File: config.mk
export PLATFORM = sky130hd
export DESIGN_NAME = rgb_pwm_gen
export DESIGN_NICKNAME = d
export VERILOG_FILES = /design/src/rtl/rgb_pwm_gen.sv
export SDC_FILE = /design/constraint.sdc
export NUM_CORES = 1
export LEC_CHECK = 0
export BUFFER_PORTS_ARGS = -buffer_cell sky130_fd_sc_hd__buf_2
export CORE_ASPECT_RATIO = 0.9
export CORE_UTILIZATION = 45
export CTS_CLUSTER_SIZE = 14
export DETAILED_ROUTE_END_ITERATION = 16
export SKIP_CTS_REPAIR_TIMING = 1
export SYNTH_ARGS = -nofsm -noshare
export SYNTH_HDL_FRONTEND = slang
export SYNTH_SLANG_ARGS = --single-unit
File: constraint.sdc
create_clock -name clk -period 2.2 [get_ports clk]
set_clock_uncertainty 0.15 [all_clocks]
set_input_delay 0.44 -clock clk [delete_from_list [all_inputs] [get_ports clk]]
set_output_delay 0.44 -clock clk [all_outputs]
set_load 0.005 [all_outputs]
File: src/rtl/rgb_pwm_gen.sv
// Three-channel PWM for SB_RGBA_DRV: pwm_x registered one clock after phase; staged duties commit at a period
// boundary and wr_ready stays low while a commit is pending. Define RGB_PWM_FADE_EN to ramp active by one step per period.
module rgb_pwm_gen #(
   parameter int PRESCALE = 94,
   parameter int CNT_W    = 8
) (
   input  logic             clk,
   input  logic             rst_n,
   input  logic             enable,
   input  logic             wr_valid,
   output logic             wr_ready,
   input  logic [1:0]       wr_sel,
   input  logic [CNT_W-1:0] wr_duty,
   input  logic             wr_commit,
   output logic             pwm_r,
   output logic             pwm_g,
   output logic             pwm_b,
   output logic             period_start,
   output logic             pending
);
   localparam int               PW      = (PRESCALE > 1) ? $clog2(PRESCALE) : 1;
   localparam logic [PW-1:0]    PRE_MAX = PW'(PRESCALE - 1);
   localparam logic [CNT_W-1:0] PH_MAX  = '1;

   typedef enum logic {IDLE, RUN} state_t;

   state_t           state, state_nxt;
   logic [PW-1:0]    pre, pre_nxt, pre_inc;
   logic [CNT_W-1:0] phase, phase_nxt, phase_inc;
   logic             tick, boundary, commit_ok, accept, done;
   logic [CNT_W-1:0] staging    [3];
   logic [CNT_W-1:0] active     [3];
   logic [CNT_W-1:0] active_nxt [3];
   logic [2:0]       pwm;

   assign tick      = (pre == PRE_MAX);
   assign boundary  = tick && (phase == PH_MAX);
   assign pre_inc   = tick ? '0 : pre + PW'(1);
   assign phase_inc = tick ? phase + CNT_W'(1) : phase;
   assign wr_ready  = !pending;
   assign accept    = wr_valid && wr_ready;
   assign pwm_r     = pwm[0];
   assign pwm_g     = pwm[1];
   assign pwm_b     = pwm[2];

   always_ff @(posedge clk or negedge rst_n) begin
      if (!rst_n) state <= IDLE;
      else        state <= state_nxt;
   end

   // While idle the period boundary is considered always reached, so commits land immediately.
   always_comb begin
      state_nxt = state;
      pre_nxt   = '0;
      phase_nxt = '0;
      commit_ok = 1'b0;
      case (state)
         IDLE: begin
            commit_ok = 1'b1;
            if (enable) begin
               state_nxt = RUN;
               pre_nxt   = pre_inc;
               phase_nxt = phase_inc;
            end
         end
         RUN: begin
            commit_ok = boundary;
            if (enable) begin
               pre_nxt   = pre_inc;
               phase_nxt = phase_inc;
            end else begin
               state_nxt = IDLE;
            end
         end
      endcase
   end

`ifdef RGB_PWM_FADE_EN
   always_comb begin
      done = 1'b1;
      for (int i = 0; i < 3; i++) begin
         active_nxt[i] = active[i];
         if (active[i] < staging[i])      active_nxt[i] = active[i] + CNT_W'(1);
         else if (active[i] > staging[i]) active_nxt[i] = active[i] - CNT_W'(1);
         if (active_nxt[i] != staging[i]) done = 1'b0;
      end
   end
`else
   always_comb begin
      done = 1'b1;
      for (int i = 0; i < 3; i++) active_nxt[i] = staging[i];
   end
`endif

   always_ff @(posedge clk or negedge rst_n) begin
      if (!rst_n) begin
         pre          <= '0;
         phase        <= '0;
         pending      <= 1'b0;
         period_start <= 1'b0;
         pwm          <= '0;
         for (int i = 0; i < 3; i++) begin
            staging[i] <= '0;
            active[i]  <= '0;
         end
      end else begin
         pre          <= pre_nxt;
         phase        <= phase_nxt;
         period_start <= enable && boundary;
         for (int i = 0; i < 3; i++) begin
            pwm[i] <= enable && (phase < active[i]);
            if (accept && (wr_sel == 2'(i) || wr_sel == 2'd3))
               staging[i] <= wr_duty;
         end
         // Writes are blocked while pending, so a commit and a new commit write never coincide.
         if (commit_ok && pending) begin
            for (int i = 0; i < 3; i++) active[i] <= active_nxt[i];
            if (done) pending <= 1'b0;
         end else if (accept && wr_commit) begin
            pending <= 1'b1;
         end
      end
   end
endmodule

==> results of run 1 <==
-- cell usage in the layout, fill, tap and decap left out --
| master | instances |
|---|---|
| nand4_1 | 1 |
| o2111ai_1 | 3 |
| mux2_4 | 20 |
| dfrtp_1 | 69 |
| clkinv_2 | 2 |
| nor4_1 | 3 |
| nand2_1 | 9 |
| dlygate4sd3_1 | 1 |
| o2111a_1 | 3 |
| nor2_1 | 15 |
| nand2_2 | 1 |
| ha_1 | 27 |
| xnor2_1 | 2 |
| buf_4 | 6 |
| a21oi_1 | 4 |
| inv_1 | 31 |
| buf_12 | 2 |
| inv_6 | 2 |
| and2_1 | 7 |
| and2_2 | 1 |
| or3_1 | 1 |
| nand3_1 | 7 |
| nand4b_4 | 1 |
| buf_2 | 20 |
| xor2_1 | 9 |
| o32ai_1 | 1 |
| o211ai_1 | 3 |
| clkinvlp_4 | 3 |
| clkbuf_8 | 9 |
| nor3_1 | 3 |
| o21ai_0 | 2 |
| o21ai_4 | 1 |
| a21o_1 | 3 |
| a2111oi_0 | 3 |
| a21boi_0 | 1 |
| nor4_4 | 1 |
| mux2_2 | 28 |
| o21ai_1 | 1 |
-- layer usage --
metal,up-vias,GRT usage,share of wire
met4,0,0.0671,0.016
met2,22,0.256,0.46
met5,-,0,0
met3,11,0.0553,0.033
li1,991,-,-
met1,986,0.232,0.49
-- report_power, final --
group / switching, mW / total (mW) / internal (mW)
Combinational: 0.311 / 0.813 / 0.502
Clock: 0.498 / 0.910 / 0.411
Sequential: 0.193 / 1.79 / 1.60
Total: 1.00 / 3.51 / 2.51
-- layout make-up --
cell class	instances	area (um^2)	area share
Tap cell	93	116	0.0302
Timing Repair Buffer	29	195	0.0507
Clock buffer	9	124	0.0322
Sequential cell	69	1730	0.448
Clock inverter	7	50.0	0.0130
Multi-Input combinational cell	161	1520	0.395
Inverter	31	116	0.0302
-- critical path: cells and delay by family, from the launching register on --
family | cells | cell delay [ns]
and+or+nand+nor | 2 | 0.52
DFF | 1 | 0.39
muxes | 1 | 0.31
buffers and inverters | 2 | 0.24
adders and majority gates | 1 | 0.18
AOI/OAI and AO/OA | 1 | 0.09
-- worst max-delay path by stage --
stage              from    endpoint  slack [ns]  depth (start not counted)
4_1_cts          pre[1]   active[2]        0.18                          7
6_report         pre[1]   active[2]        0.19                          7
3_3_place_gp   phase[3]      pwm[1]        0.23                          5
5_1_grt        phase[3]      pwm[2]        0.10                          5
3_5_place_dp     pre[1]  active[21]        0.18                          7
2_1_floorplan    pre[1]  active[10]        0.24                          7
-- cells in the mapped netlist (2+ instances only) --
master,number
dfrtp_1,69
inv_1,31
mux2_2,28
ha_1,27
mux2_4,20
nor2_1,15
nand2_1,9
xor2_1,9
and2_1,7
nand3_1,7
a21oi_1,4
a2111oi_0,3
a21o_1,3
nor3_1,3
nor4_1,3
o2111a_1,3
o2111ai_1,3
o211ai_1,3
buf_6,2
o21ai_0,2
xnor2_1,2
-- cells by family (layout without fill, tap and decap cells) --
kind of cell,count (synthesis),in the layout,synth area share
flip-flops,69,69,0.509
AND/OR/NAND/NOR,50,50,0.0808
multiplexers,48,48,0.181
buffers and inverters,34,76,0.0420
adder cells (fa/ha/maj),27,27,0.0996
AO/OA/AOI/OAI,25,25,0.0587
XOR/XNOR,11,11,0.0284
-- state kept, by name, indices dropped and copies added (netlist names) --
name,count
active,24
active_nxt,24
phase,8
pre,7
pwm,3
pending,1
period_start,1
state,1
==> reports/metrics.yaml, run 1 <==
status: "completed"
routedWlPerCell_um: 14.8
cp_cell_sequence: "inv_1 -> ha_1 -> nand4b_4 -> nor4_4 -> o21ai_4 -> buf_12 -> mux2_4"
die_y_um: 84.4
hp-class: "input port to flip-flop"
grt_overflow_total: 0
slew_headroom: 0.665
drtIter0Drc: 56
synth-seq-cells: 69
ant_nets: 0
cts.sinks: 69
cts_buffers: 9
tns_ns: 0
hold_viol: 0
critPathRequiredTime_ns: 2.28
synth_fp_nets: 306
fin_ws_ns: 0.189
r2r_setup_slack_ns: 0.19
leakagePower_nw: 1.98
remaining_drc_errors: 0
grt_pass1_vias: 2017
die_area_um2: 7890
postSynthCellCount: 264
timing.rr.start: "pre[1]"
place_congestion: 0.766
clock.fmax_mhz: 497
synth.top_cell.area_share: 0.509
drive_gt1_frac: 0.317
clock_latency_ns: 0.35
rr_worst_depth: 7
fillers: 654
routed_via_density: 5.04
detailed_place_hpwl_um: 4180
p_per_area_nw_per_um2: 912
syn_to_final_growth_pct: 13.5
cp_slowest_cell: "dfrtp_1"
timing.rr.end: "active[2]"
rsz0062_at_grt: "no"
finalCriticalPeriod_ns: 2.01
setup-violations-final: 0
final_cells: 399
postLayoutCoreUtil: 0.536
cp-end-kind: "flip-flop"
final_area_um2: 3850
slowest_delay_ns: 0.39
yosysWarningCount: 0
core_area_um2: 7180
ioPinCount: 21
cts.path.max_buffers: 2
final_nets: 343
power.total_mw: 3.51
antenna_found_initial: 0
hp-start: "wr_commit"
grt_pass1_wl_um: 10000
grtUsageTotal: 0.172
synth_edf_count: 0
netlist_area_um2: 3390
cts_tree: "built"
ys_top_cells_by_area: "dfrtp_1 51%, ha_1 10%, mux2_2 9.3%"
synth_seq_area_share: 0.509
cap_violations: 0
path_clk_slew_ns: 0.07
h-tree-depth: 3
critical_path.max_fanout: 24
pre_cts_slack_ns: 0.184
worstMarginPinSlew_ns: 0.490
clockRootBuffer: "clkbuf_8"
n_antenna_cell: 0
report.final.slew_viol_count: 0
finalCritPeriodShare: 0.914
ys_types: 32
drt_wl_total_um: 5910
crit_type: "flip-flop to flip-flop"
yosys.area.top_type: "dfrtp_1"
vias: 2010
fp.dieW_um: 93.5
place_inst: 382
place_area_um2: 3670
arrival_ns: 2.09
placementRows: 29
hold_end: "pending"
first_pass_iters: 4
min_delay_path_depth: 3
whs_ns: 0.183
initial_core_util: 0.472
synth_top_flop_cell: "dfrtp_1"
port_buffers: 20
synthArstFlopShare: 1.00
peakVddDrop_v: 0.000497
grt_max_degree: 70
avgSynthCellArea_um2: 12.8
crit_path_start_kind: "flip-flop"
Power figures use the tool's default switching activity.
==> run 2, diff against run 1 <==
--- a/config.mk
+++ b/config.mk
@@ -7,9 +7,12 @@
 export LEC_CHECK = 0
 export BUFFER_PORTS_ARGS = -buffer_cell sky130_fd_sc_hd__buf_2
 export CORE_ASPECT_RATIO = 0.9
-export CORE_UTILIZATION = 45
+export CORE_MARGIN = 3
+export CORE_UTILIZATION = 60
+export CTS_CLUSTER_DIAMETER = 100
 export CTS_CLUSTER_SIZE = 14
 export DETAILED_ROUTE_END_ITERATION = 16
+export PLACE_DENSITY = 0.79
 export SKIP_CTS_REPAIR_TIMING = 1
 export SYNTH_ARGS = -nofsm -noshare
 export SYNTH_HDL_FRONTEND = slang
==> reports/metrics.yaml, run 2 (synthesis gave the netlist of run 1 again) <==
cts.path.max_buffers: 2  # unchanged
mostFrequentLayoutCells: "69 x dfrtp_1, 31 x inv_1, 28 x mux2_2"
cts_tree: "built"
fp.dieW_um: 85.3  # -8.8%
grt_pass1_wl_um: 10400  # +4.5%
grt_pass1_vias: 2187  # +8.4%
r2r_setup_slack_ns: 0.17  # -0.02 ns
postLayoutCoreUtil: 0.718  # +0.182
worstMarginPinSlew_ns: 0.534  # +0.0434 ns
ioPinCount: 21  # unchanged
critPathRequiredTime_ns: 2.27  # about the same
clock.fmax_mhz: 493  # -0.78%
cts.sinks: 69  # unchanged
remaining_drc_errors: 0  # unchanged
routedWlPerCell_um: 15.7  # +6.4%
port_buffers: 20  # unchanged
place_area_um2: 3630  # -1.1%
ant_nets: 0  # unchanged
placementRows: 25  # -14%
crit_type: "flip-flop to flip-flop"
clock_latency_ns: 0.34  # about the same
slew_headroom: 0.642  # -0.0229
rr_worst_depth: 6  # -1
setup-violations-final: 0  # unchanged
p_switching_uw: 984  # -1.8%
status: "completed"
die_y_um: 77.3  # -8.3%
die_area_um2: 6590  # -16%
crit_path_start_kind: "flip-flop"
hp-class: "input port to flip-flop"
pre_cts_slack_ns: 0.225  # +0.0410 ns
antenna_found_initial: 0  # unchanged
final_common_cell: "dfrtp_1"
vias: 2079  # +3.4%
final_nets: 342  # -0.29%
report.final.slew_viol_count: 0  # unchanged
drtIter0Drc: 69  # +23%
p_comb_frac: 0.224  # -0.007
grt_max_degree: 70  # unchanged
clockRootBuffer: "clkbuf_8"
cp_slowest_cell: "dfrtp_1"
clkPwrFrac: 0.280  # +0.021
h-tree-depth: 3  # unchanged
timing.rr.end: "active[16]"
final_cells: 372  # -6.8%
routed_via_density: 5.59  # +11%
drive_gt1_frac: 0.311  # -0.00552
rsz0062_at_grt: "no"
syn_to_final_growth_pct: 13.2
slowest_delay_ns: 0.49  # +0.10 ns
fin_ws_ns: 0.173  # -0.0157 ns
critical_path.max_fanout: 24  # unchanged
tns_ns: 0  # unchanged
endpoint: "active[16]"
core_area_um2: 5350  # -26%
path_clk_slew_ns: 0.07  # about the same
cp-end-kind: "flip-flop"
intPower_mw: 2.66  # +5.7%
grt_overflow_total: 0  # unchanged
drt_wl_total_um: 5860  # -0.83%
startpoint: "phase[1]"
timing.rr.start: "phase[1]"
grtUsageTotal: 0.205  # +0.0332
cp_cell_sequence: "ha_1 -> nand3_1 -> nor4_4 -> o21ai_4 -> buf_12 -> mux2_4"
first_pass_iters: 4  # unchanged
arrival_ns: 2.10  # about the same
place_inst: 355  # -7.1%
cts_buffers: 9  # unchanged
p_per_area_nw_per_um2: 948  # +3.9%
final_area_um2: 3840  # -0.32%
p_sw_frac: 0.270  # -0.0148
n_antenna_cell: 0  # unchanged
finalCriticalPeriod_ns: 2.03  # +0.0157 ns
finalCritPeriodShare: 0.921  # +0.00714
peakVddDrop_v: 0.000745  # +50%
detailed_place_hpwl_um: 4040  # -3.5%
cap_violations: 0  # unchanged
initial_core_util: 0.634  # +0.162
leakagePower_nw: 1.99  # +0.61%
hold_viol: 0  # unchanged
place_congestion: 0.831  # +8.4%
seq_power_share: 0.496  # -0.014
run 2: per-layer routing:
metal | routed length [um] | vias up | track usage
met2 | 2730 | 31 | 0.313
li1 | - | 994 | -
met3 | 179 | 13 | 0.0584
met4 | 136 | 0 | 0.0965
met5 | 0 | - | 0
met1 | 2810 | 1041 | 0.270
run 2: metrics by stage:
stage                     power (mW)  hold WS (ns)
final                           3.64         0.195
after global routing            3.89         0.186
after CTS                       3.69       -0.0330
after detailed placement        2.64         0.336
after global placement          2.59         0.332
after floorplan                 2.40      -0.00559
run 2: worst min-delay path by stage:
stage | startpoint | endpoint | cells after the start
after floorplan | rst_n | active[0] | 0
after global placement | rst_n | pre[5] | 2
after detailed placement | rst_n | pre[3] | 2
after CTS | rst_n | active[9] | 2
after global routing | wr_duty[0] | active_nxt[0] | 2
final | wr_commit | pending | 3
run 2: critical path, delay by kind of cell (launching register included):
kind	cells	cell delay, ns
adder cells (fa/ha/maj)	1	0.27
AO/OA/AOI/OAI	1	0.09
flip-flops	1	0.49
multiplexers	1	0.31
buffers and inverters	1	0.18
AND/OR/NAND/NOR	2	0.41
run 2: power by group through the flow:
stage	clock [mW]	combinational, mW	sequential [mW]
6_report	1.02	0.817	1.80
5_1_grt	1.11	0.930	1.85
4_1_cts	1.05	0.831	1.81
3_5_place_dp	0	0.822	1.82
3_3_place_gp	0	0.782	1.81
2_1_floorplan	0	0.651	1.74
run 2: area by class of cell:
cell class | count | area (um^2)
Clock inverter | 5 | 60.1
Inverter | 31 | 116
Tap cell | 67 | 83.8
Timing Repair Buffer | 28 | 188
Multi-Input combinational cell | 161 | 1520
Fill cell | 365 | 1510
Sequential cell | 69 | 1730
Clock buffer | 11 | 141
==> run 3, diff against run 2 <==
--- a/config.mk
+++ b/config.mk
@@ -12,6 +12,7 @@
 export CTS_CLUSTER_DIAMETER = 100
 export CTS_CLUSTER_SIZE = 14
 export DETAILED_ROUTE_END_ITERATION = 16
+export MAX_ROUTING_LAYER = met4
 export PLACE_DENSITY = 0.79
 export SKIP_CTS_REPAIR_TIMING = 1
 export SYNTH_ARGS = -nofsm -noshare
==> reports/metrics.yaml, run 3 (synthesis gave the netlist of run 1 again) <==
drive_gt1_frac: 0.311  # unchanged
cp-end-kind: "flip-flop"
hp-class: "input port to flip-flop"
clock_latency_ns: 0.34  # about the same
placementRows: 25  # unchanged
cp.depth: 6  # unchanged
critical_path.max_fanout: 24  # unchanged
grtUsageTotal: 0.210  # +0.00510
timing.rr.end: "active[16]"
die_area_um2: 6590  # unchanged
port_buffers: 20  # unchanged
grt_max_degree: 70  # unchanged
vias: 2082  # +0.14%
initial_core_util: 0.634  # unchanged
hp-start: "wr_commit"
first_pass_iters: 4  # unchanged
core_area_um2: 5350  # unchanged
r2r_setup_slack_ns: 0.18  # about the same
routedWlPerCell_um: 15.8  # +0.24%
routed_via_density: 5.60  # +0.14%
worstMarginPinSlew_ns: 0.512  # -0.0217 ns
timing.rr.start: "phase[1]"
critPathRequiredTime_ns: 2.28  # about the same
setup-violations-final: 0  # unchanged
leakagePower_nw: 1.99  # unchanged
startpoint: "phase[1]"
place_congestion: 0.844  # +1.5%
h-tree-depth: 3  # unchanged
final_nets: 342  # unchanged
cts.sinks: 69  # unchanged
peakVddDrop_v: 0.000746  # about the same
hold_viol: 0  # unchanged
n_antenna_cell: 0  # unchanged
finalCriticalPeriod_ns: 2.02  # -0.00614 ns
slew_headroom: 0.656  # +0.0146
drt_wl_total_um: 5870  # +0.24%
syn_to_final_growth_pct: 13.2  # unchanged
mostFrequentLayoutCells: "69 x dfrtp_1, 31 x inv_1, 28 x mux2_2"
tns_ns: 0  # unchanged
detailed_place_hpwl_um: 4040  # unchanged
fp.dieW_um: 85.3  # unchanged
whs_ns: 0.192  # -0.00257 ns
crit_type: "flip-flop to flip-flop"
fillers: 365  # unchanged
antenna_found_initial: 0  # unchanged
report.final.slew_viol_count: 0  # unchanged
finalCritPeriodShare: 0.918  # -0.00279
cp_slowest_cell: "dfrtp_1"
cts_buffers: 9  # unchanged
grt_pass1_vias: 2191  # +0.18%
p_per_area_nw_per_um2: 949  # about the same
final_common_cell: "dfrtp_1"
cts_tree: "built"
ioPinCount: 21  # unchanged
crit_family: "flip-flops"
hold_end: "pending"
clockRootBuffer: "clkbuf_8"
min_delay_path_depth: 3  # unchanged
slowest_delay_ns: 0.49  # about the same
ant_nets: 0  # unchanged
rr_worst_depth: 6  # unchanged
cap_violations: 0  # unchanged
cp_cell_sequence: "ha_1 -> nand3_1 -> nor4_4 -> o21ai_4 -> buf_12 -> mux2_4"
path_buf_inv: 1  # unchanged
path_clk_slew_ns: 0.07  # about the same
grt_overflow_total: 0  # unchanged
drtIter0Drc: 100  # +45%
crit_path_start_kind: "flip-flop"
cts.path.max_buffers: 2  # unchanged
remaining_drc_errors: 0  # unchanged
status: "completed"
clock.fmax_mhz: 495  # +0.30%
grt_pass1_wl_um: 10400  # -0.39%
die_y_um: 77.3  # unchanged
arrival_ns: 2.10  # about the same
rsz0062_at_grt: "no"
run 3: final cells by class:
type                    instances  area (um^2)  share of cell area
clock inverters                 5         60.1              0.0156
repair buffers                 28          188              0.0489
multi-input cells             161         1520               0.397
well taps                      67         83.8              0.0218
flip-flops and latches         69         1730               0.450
clock buffers                  11          141              0.0368
inverters                      31          116              0.0303
run 3: worst max-delay path by stage:
stage	endpoint	slack, ns
6_report	active[16]	0.18
5_1_grt	active[16]	0.1
4_1_cts	active[16]	0.22
3_5_place_dp	pwm[1]	0.23
3_3_place_gp	active[1]	0.27
2_1_floorplan	active[10]	0.24
run 3: routing by layer:
layer / routed length [um] / share of wire / vias up / GRT usage
met5: 0 / 0 / - / -
met4: 144 / 0.025 / 0 / 0.0918
met3: 218 / 0.037 / 16 / 0.0616
met2: 2730 / 0.46 / 37 / 0.314
met1: 2780 / 0.47 / 1034 / 0.266
li1: - / - / 995 / -
run 3: worst register-to-register path, cell delays in order, from the launching register on:
cell	delay (ns)
dfrtp_1	0.49
ha_1	0.27
nand3_1	0.12
nor4_4	0.27
o21ai_4	0.09
buf_12	0.18
mux2_4	0.33
run 3: power by group:
part	total [mW]	leakage (nW)	internal, mW	switching (mW)
clock	1.02	0.0995	0.556	0.464
sequential	1.81	0.850	1.60	0.206
combinational	0.816	1.04	0.500	0.316
total	3.64	1.99	2.66	0.987
run 3: through the flow:
| stage | cells | total power, mW | setup WS (ns) | instance area [um^2] | util |
|---|---|---|---|---|---|
| CTS | 371 | 3.69 | 0.215 | 3830 | 0.716 |
| global placement | 355 | 2.59 | 0.272 | 3630 | 0.678 |
| finish | 372 | 3.64 | 0.179 | 3840 | 0.718 |
| detailed placement | 355 | 2.64 | 0.225 | 3630 | 0.678 |
| global route | 372 | 3.89 | 0.0964 | 3840 | 0.718 |
| floorplan | 264 | 2.40 | 0.244 | 3390 | - |
